===== config.mk =====
export PLATFORM = sky130hd
export DESIGN_NAME = dmem_arbiter
export DESIGN_NICKNAME = d
export VERILOG_FILES = /design/src/rtl/dmem_arb_pkg.sv /design/src/rtl/rr_arbiter2.sv /design/src/rtl/dmem_arbiter.sv
export SDC_FILE = /design/constraint.sdc
export NUM_CORES = 1
export LEC_CHECK = 0
export BUFFER_PORTS_ARGS = -buffer_cell sky130_fd_sc_hd__buf_2
export CORE_ASPECT_RATIO = 0.6
export CORE_MARGIN = 1
export CORE_UTILIZATION = 49
export CTS_CLUSTER_DIAMETER = 60
export CTS_CLUSTER_SIZE = 25
export DETAILED_ROUTE_END_ITERATION = 8
export PLACE_DENSITY = 0.84
export REMOVE_ABC_BUFFERS = 1
export SETUP_SLACK_MARGIN = 0.2
export SYNTH_ARGS = -nofsm -noshare
export SYNTH_HDL_FRONTEND = slang
export SYNTH_SLANG_ARGS = --single-unit

===== constraint.sdc =====
create_clock -name clk -period 2.5 [get_ports clk]
set_clock_uncertainty 0.05 [all_clocks]
set_input_delay 0.375 -clock clk [delete_from_list [all_inputs] [get_ports clk]]
set_output_delay 0.375 -clock clk [all_outputs]
set_load 0.05 [all_outputs]

===== src/rtl/dmem_arb_pkg.sv =====
// Shared constants for the data-memory arbiter.
// FSM encodings, requester ids and the default window base.
package dmem_arb_pkg;

  localparam logic [1:0] S_IDLE  = 2'd0;
  localparam logic [1:0] S_ISSUE = 2'd1;
  localparam logic [1:0] S_RESP  = 2'd2;

  localparam logic M0 = 1'b0;
  localparam logic M1 = 1'b1;

  localparam logic [31:0] BASE_ADDR_DEF = 32'h1001_0000;

endpackage


===== src/rtl/rr_arbiter2.sv =====
// Two-way round-robin pick.
// On a tie the requester that was not served last wins.
module rr_arbiter2
  import dmem_arb_pkg::*;
(
  input  logic [1:0] req_i,
  input  logic       last_i,
  output logic       id_o,
  output logic       valid_o
);

  always_comb begin
    valid_o = |req_i;
    id_o    = M0;
    unique case (req_i)
      2'b11:   id_o = ~last_i;
      2'b10:   id_o = M1;
      default: id_o = M0;
    endcase
  end

endmodule


===== src/rtl/dmem_arbiter.sv =====
// Shares one data memory between the load/store path (m0) and a loader/DMA (m1).
// Each transaction takes an ISSUE cycle then a RESP cycle.
module dmem_arbiter
  import dmem_arb_pkg::*;
#(
  parameter logic [31:0] BASE_ADDR = BASE_ADDR_DEF,
  parameter int          DEPTH     = 1024,
  parameter int          AW        = 10
) (
  input  logic          clk,
  input  logic          reset,
  input  logic          m0_req,
  input  logic          m0_we,
  input  logic [31:0]   m0_addr,
  input  logic [31:0]   m0_wdata,
  input  logic          m1_req,
  input  logic          m1_we,
  input  logic [31:0]   m1_addr,
  input  logic [31:0]   m1_wdata,
  output logic          m0_gnt,
  output logic          m0_done,
  output logic          m0_err,
  output logic [31:0]   m0_rdata,
  output logic          m1_gnt,
  output logic          m1_done,
  output logic          m1_err,
  output logic [31:0]   m1_rdata,
  output logic [AW-1:0] mem_addr,
  output logic          mem_we,
  output logic          mem_re,
  output logic [31:0]   mem_wdata,
  input  logic [31:0]   mem_rdata
);

  localparam logic [31:0] LIM = 32'(DEPTH) << 2;

  logic [1:0]  state_q, state_d;
  logic        last_q;
  logic        id_q;
  logic        we_q;
  logic [31:0] addr_q;
  logic [31:0] wdata_q;
  logic [31:0] rdata_q;

  logic        pick_id;
  logic        pick_v;
  logic        decide;
  logic        issue;
  logic        resp;
  logic [31:0] off;
  logic        ok;

  rr_arbiter2 u_rr (
    .req_i   ({m1_req, m0_req}),
    .last_i  (last_q),
    .id_o    (pick_id),
    .valid_o (pick_v)
  );

  assign issue  = (state_q == S_ISSUE);
  assign resp   = (state_q == S_RESP);
  assign decide = pick_v & ((state_q == S_IDLE) | resp);

  // Modular subtraction folds below-window addresses into huge offsets.
  assign off = addr_q - BASE_ADDR;
  assign ok  = (off < LIM) & (addr_q[1:0] == 2'b00);

  always_comb begin
    state_d = state_q;
    unique case (state_q)
      S_IDLE:  if (pick_v) state_d = S_ISSUE;
      S_ISSUE: state_d = S_RESP;
      S_RESP:  state_d = pick_v ? S_ISSUE : S_IDLE;
      default: state_d = S_IDLE;
    endcase
  end

  always_ff @(posedge clk) begin
    if (reset) begin
      state_q <= S_IDLE;
      last_q  <= M1;
      id_q    <= M0;
      we_q    <= 1'b0;
      addr_q  <= '0;
      wdata_q <= '0;
      rdata_q <= '0;
    end else begin
      state_q <= state_d;
      if (decide) begin
        last_q  <= pick_id;
        id_q    <= pick_id;
        we_q    <= pick_id ? m1_we    : m0_we;
        addr_q  <= pick_id ? m1_addr  : m0_addr;
        wdata_q <= pick_id ? m1_wdata : m0_wdata;
      end
      if (issue)
        rdata_q <= (ok & ~we_q) ? mem_rdata : '0;
    end
  end

  assign m0_gnt    = issue & (id_q == M0);
  assign m1_gnt    = issue & (id_q == M1);
  assign mem_we    = issue & we_q & ok & ~reset;
  assign mem_re    = issue & ~we_q & ok & ~reset;
  assign mem_addr  = issue ? off[AW+1:2] : '0;
  assign mem_wdata = issue ? wdata_q : '0;

  assign m0_done  = resp & (id_q == M0);
  assign m1_done  = resp & (id_q == M1);
  assign m0_err   = m0_done & ~ok;
  assign m1_err   = m1_done & ~ok;
  assign m0_rdata = m0_done ? rdata_q : '0;
  assign m1_rdata = m1_done ? rdata_q : '0;

endmodule


Word level (Yosys, flattened, before mapping)
Cells that the tools add are included.
Word-level totals
  input port bits: 166
  logic and storage cells: 50
  flip-flop bits (word level): 101
  output and inout port bits: 114
Cells by class
  eq/ne operators: 5
  reductions and logical operators: 3
  bitwise operators: 21
  multiplexer cells: 12
  add/subtract/negate cells: 1
  magnitude comparators: 1
Operator list (count)
  $mux W32: 6
  $lt A32 B13 Y1 const B: 1
  $sub A32 B29 Y32 const B: 1
  $and A1 B1 Y1: 15
  $mux W10: 1
  $eq A2 B2 Y1 const B: 3
  $pmux W2 S3: 1
  $not A1 Y1: 5
  $logic_not A2 Y1: 2
  $eq A2 B1 Y1 const B: 1
  $mux W1: 2
  $mux W2: 1
  $ne A2 B2 Y1 const B: 1
  $pmux W1 S2: 1
  $reduce_or A2 Y1: 1
  $or A1 B1 Y1: 1

Longest topological paths before layout
  depth in word-level cells: 5
  mapped depth: 5
  mapped depth without buffers: 3

Modules after synthesis
Synthesis repeated with hierarchy kept, for this count alone.
Unflattened totals
  cells, all modules: 594
  area, all modules: 5395.2 sq um
Modules (own cells, without submodules)
  dmem_arbiter: area an instance 5381.4 sq um, times used 1, cells each 592, seq. area each 2021.9 sq um
  rr_arbiter2: area an instance 13.8 sq um, times used 1, cells each 2, seq. area each 0.0 sq um

Least setup slack after synthesis
Ideal clock, no wire load.
  kind: reg-to-output
  start: register addr_q[31]
  end: output mem_re
  arrival: 2117 ps
  slack: -42 ps
  cell stages (with the launch flop): 5
  required time: 2075 ps
  path buffers: 1
  cell sequence: dfxtp_1 nor4_2 nand4_4 buf_6 nor3_1
Between the ends
  word-level cells in the longest chain between the ends: 5
Ends and longest elaborated chain
  from (decl): RTL line dmem_arbiter.sv:41  | logic [31:0] addr_q;
  from (signal assigned): RTL line dmem_arbiter.sv:93  | addr_q <= pick_id ? m1_addr : m0_addr;
  $sub A32 B29 Y32: RTL line dmem_arbiter.sv:65  | assign off = addr_q - BASE_ADDR;
  $lt A32 B13 Y1: RTL line dmem_arbiter.sv:66  | assign ok = (off < LIM) & (addr_q[1:0] == 2'b00);
  $and A1 B1 Y1: RTL line dmem_arbiter.sv:66
  $and A1 B1 Y1 (2 in a row): RTL line dmem_arbiter.sv:104  | assign mem_re = issue & ~we_q & ok & ~reset;
  to (decl): RTL line dmem_arbiter.sv:30  | output logic mem_re,
No other way between the ends.

Final worst setup path
  start: register addr_q[19]
  end: output mem_we
Between the ends
  word-level cells in the longest chain between the ends: 5
Ends and longest elaborated chain
  $sub A32 B29 Y32: RTL line dmem_arbiter.sv:65
  $lt A32 B13 Y1: RTL line dmem_arbiter.sv:66
  $and A1 B1 Y1: RTL line dmem_arbiter.sv:66
  $and A1 B1 Y1 (2 in a row): RTL line dmem_arbiter.sv:103  | assign mem_we = issue & we_q & ok & ~reset;
  to (decl): RTL line dmem_arbiter.sv:29  | output logic mem_we,
No other way between the ends.

==> impl_metrics.toml <==
[yosys]
synthAdderAreaFrac = 0
synth_edf_count = 0
synth_top_flop_cell = "dfxtp_1"
synth-compound-area-share = 0.2048
synth_top_family_by_area = "simple AND/OR/NAND/NOR gates"
synth_seq_cells = 101
synthMuxAreaShare = 0
syn_inst = 664
syn_area_sq_mm = 0.005157
synth-simple-area-share = 0.3416
async_reset_ff_frac = 0
yosys_warnings = 0
synth_xor_area_frac = 0
yosysUniqueCellTypes = 33
seq_area_frac_synth = 0.3920
postSynthAreaPerCell_sq_um = 7.767

[detailed_routing]
drtAntennaViolNets = 0
first_pass_iters = 5
routed_wirelength_mm = 15.61
drt_iter0_markers = 363
vias_per_cell = 5.410
vias = 5648
detail_route.wl_per_cell_um = 14.96
drc = 0

[timing]
finalCritPeriodShare = 0.8849
hold_viol = 0
maxSlewHeadroom = 0.6236
timing.hold.ws_ns = 0.2410
final_max_slew_viol_count = 0
worst_slack_ns = 0.2878
setup_violations = 0
rsz0062_at_grt = "true"
worstMarginPinSlew_ns = 0.5646
max_freq_ghz = 0.4520
min_period_ns = 2.212

[power]
p_leak_nw = 3.288
power.total_w = 0.003847
power_density_mw_per_mm2 = 554.2
irDropWorstVdd_uv = 358.7

[die]
ios = 280
start_util = 0.5129
fp.dieH_um = 81.47
dieArea_sq_mm = 0.01095
rows = 28
core_sq_mm = 0.01005
die_w_um = 134.4

[critical_path]
required_ns = 2.08
start_kind = "flip-flop"
crit_path_end_kind = "output port"
critPathKind = "flip-flop to output port"
crit_arrival_ns = 1.79
worstPathMaxFanout = 9

[layout]
nNetsFinal = 1070
final_cell_mix = "buf_2, nand2_1, and2_1"
post-route-util = 0.6903
syn2layout_area_growth_pct = 34.57
layout-drive-gt1-share = 0.3663
ff_latch_area_sq_mm = 0.002023
num-fill-cells = 838
multi_input_area_sq_mm = 0.002851
n_antenna_cell = 0
final_common_cell = "buf_2"

[grt]
busiest_layer = "met2"
track_usage = 0.2711
grt_pass1_wl_mm = 23.60
antenna_found_initial = 0
use_met1 = 0.3726
use_met2 = 0.4290
grtUsageMet3 = 0.06296
grt_max_degree = 118
grt_overflow = 0
grt_pass1_vias = 4826

[placement]
hpwl_mm = 10.88
finalWeightedCongestion = 0.8592
pre_cts_ws_ns = 0.5412
port-buffer-count = 279

[cts]
cts_buffers = 9
ctsHoldBuffers = 0
h-tree-depth = 3
cts_tree = "done"
cts_max_path_buffers = 2
cts.clk_slew.worst_paths_ns = 0.07
clock-sinks = 101
cts_root_buf = "clkbuf_16"
insertion_delay_ns = 0.33

[run_status]
outcome = "finished clean"

[run]
max-cap-violations = 0

[hold_path]
hold_path_class = "primary input to flip-flop"
-- final timing paths --
check	start	depth (start not counted)	slack [ns]	endpoint
min reg2reg	rdata_q[22]	2	0.43	rdata_q[22]
min	m0_wdata[4]	3	0.24	wdata_q[4]
max reg2reg	addr_q[23]	5	0.78	rdata_q[17]
max	addr_q[19]	4	0.29	mem_we
-- cell type report --
cell class,instances,area share
clock inverters,6,0.005589
inverters,2,0.001262
repair buffers,298,0.2320
flip-flops and latches,101,0.2915
multi-input cells,492,0.4109
well taps,135,0.02434
clock buffers,10,0.03443
-- flip-flops by register name (all words and copies together) (netlist names) --
name     flops
last_q       1
state_q      2
rdata_q     32
wdata_q     32
addr_q      32
id_q         1
we_q         1
-- worst max-delay path: stages (launching register included) --
cell and delay, ns:
dfxtp_1 0.32, nor4_2 0.38, nand4_4 0.23, nor3_1 0.29, buf_4 0.25
-- power by group --
group / leakage, nW / internal [W] / switching, W
Sequential: 0.832 / 0.00172 / 0.0000618
Clock: 0.134 / 0.000699 / 0.000596
Combinational: 2.32 / 0.000290 / 0.000480
Total: 3.29 / 0.00271 / 0.00114
-- cell usage after synthesis (all sizes together) (2+ instances only) --
cell | count | share of area
nand4b | 32 | 0.054
o21a | 2 | 0.0029
nor2 | 4 | 0.0029
nand2b | 2 | 0.0024
nor4b | 2 | 0.0046
and2 | 108 | 0.13
buf | 29 | 0.031
clkbuf | 40 | 0.029
o21ai | 65 | 0.063
nand3 | 32 | 0.031
nor3 | 2 | 0.0019
nand2 | 132 | 0.096
inv | 2 | 0.0015
a31oi | 65 | 0.079
nor3b | 3 | 0.0044
dfxtp | 101 | 0.39
o31ai | 32 | 0.051
nor4 | 3 | 0.0061
-- cells by family after synthesis --
| group | Yosys count |
|---|---|
| DFF | 101 |
| buffers and inverters | 71 |
| AOI/OAI and AO/OA | 169 |
| and+or+nand+nor | 323 |
-- per-stage QoR --
| stage | instances | area [sq um] | TNS, ns |
|---|---|---|---|
| finish | 1044 | 6940 | 0 |
| global route | 1044 | 6940 | 0 |
| CTS | 1040 | 6902 | 0 |
| global placement | 1024 | 6618 | 0 |
| detailed placement | 1024 | 6618 | 0 |
| floorplan | 595 | 4847 | -197.35 |
-- metal layers --
layer / share of wire / vias up
li1: - / 2802
met1: 0.46 / 2593
met2: 0.46 / 233
met3: 0.073 / 20
met4: 0.013 / 0
met5: 0 / -
-- timing repair --
action,CTS,global route
pin swaps,0,2
endpoints found under the setup margin,3,8
buffers inserted,0,4
gates resized for setup,3,3
(Power assumes the default switching activity.)
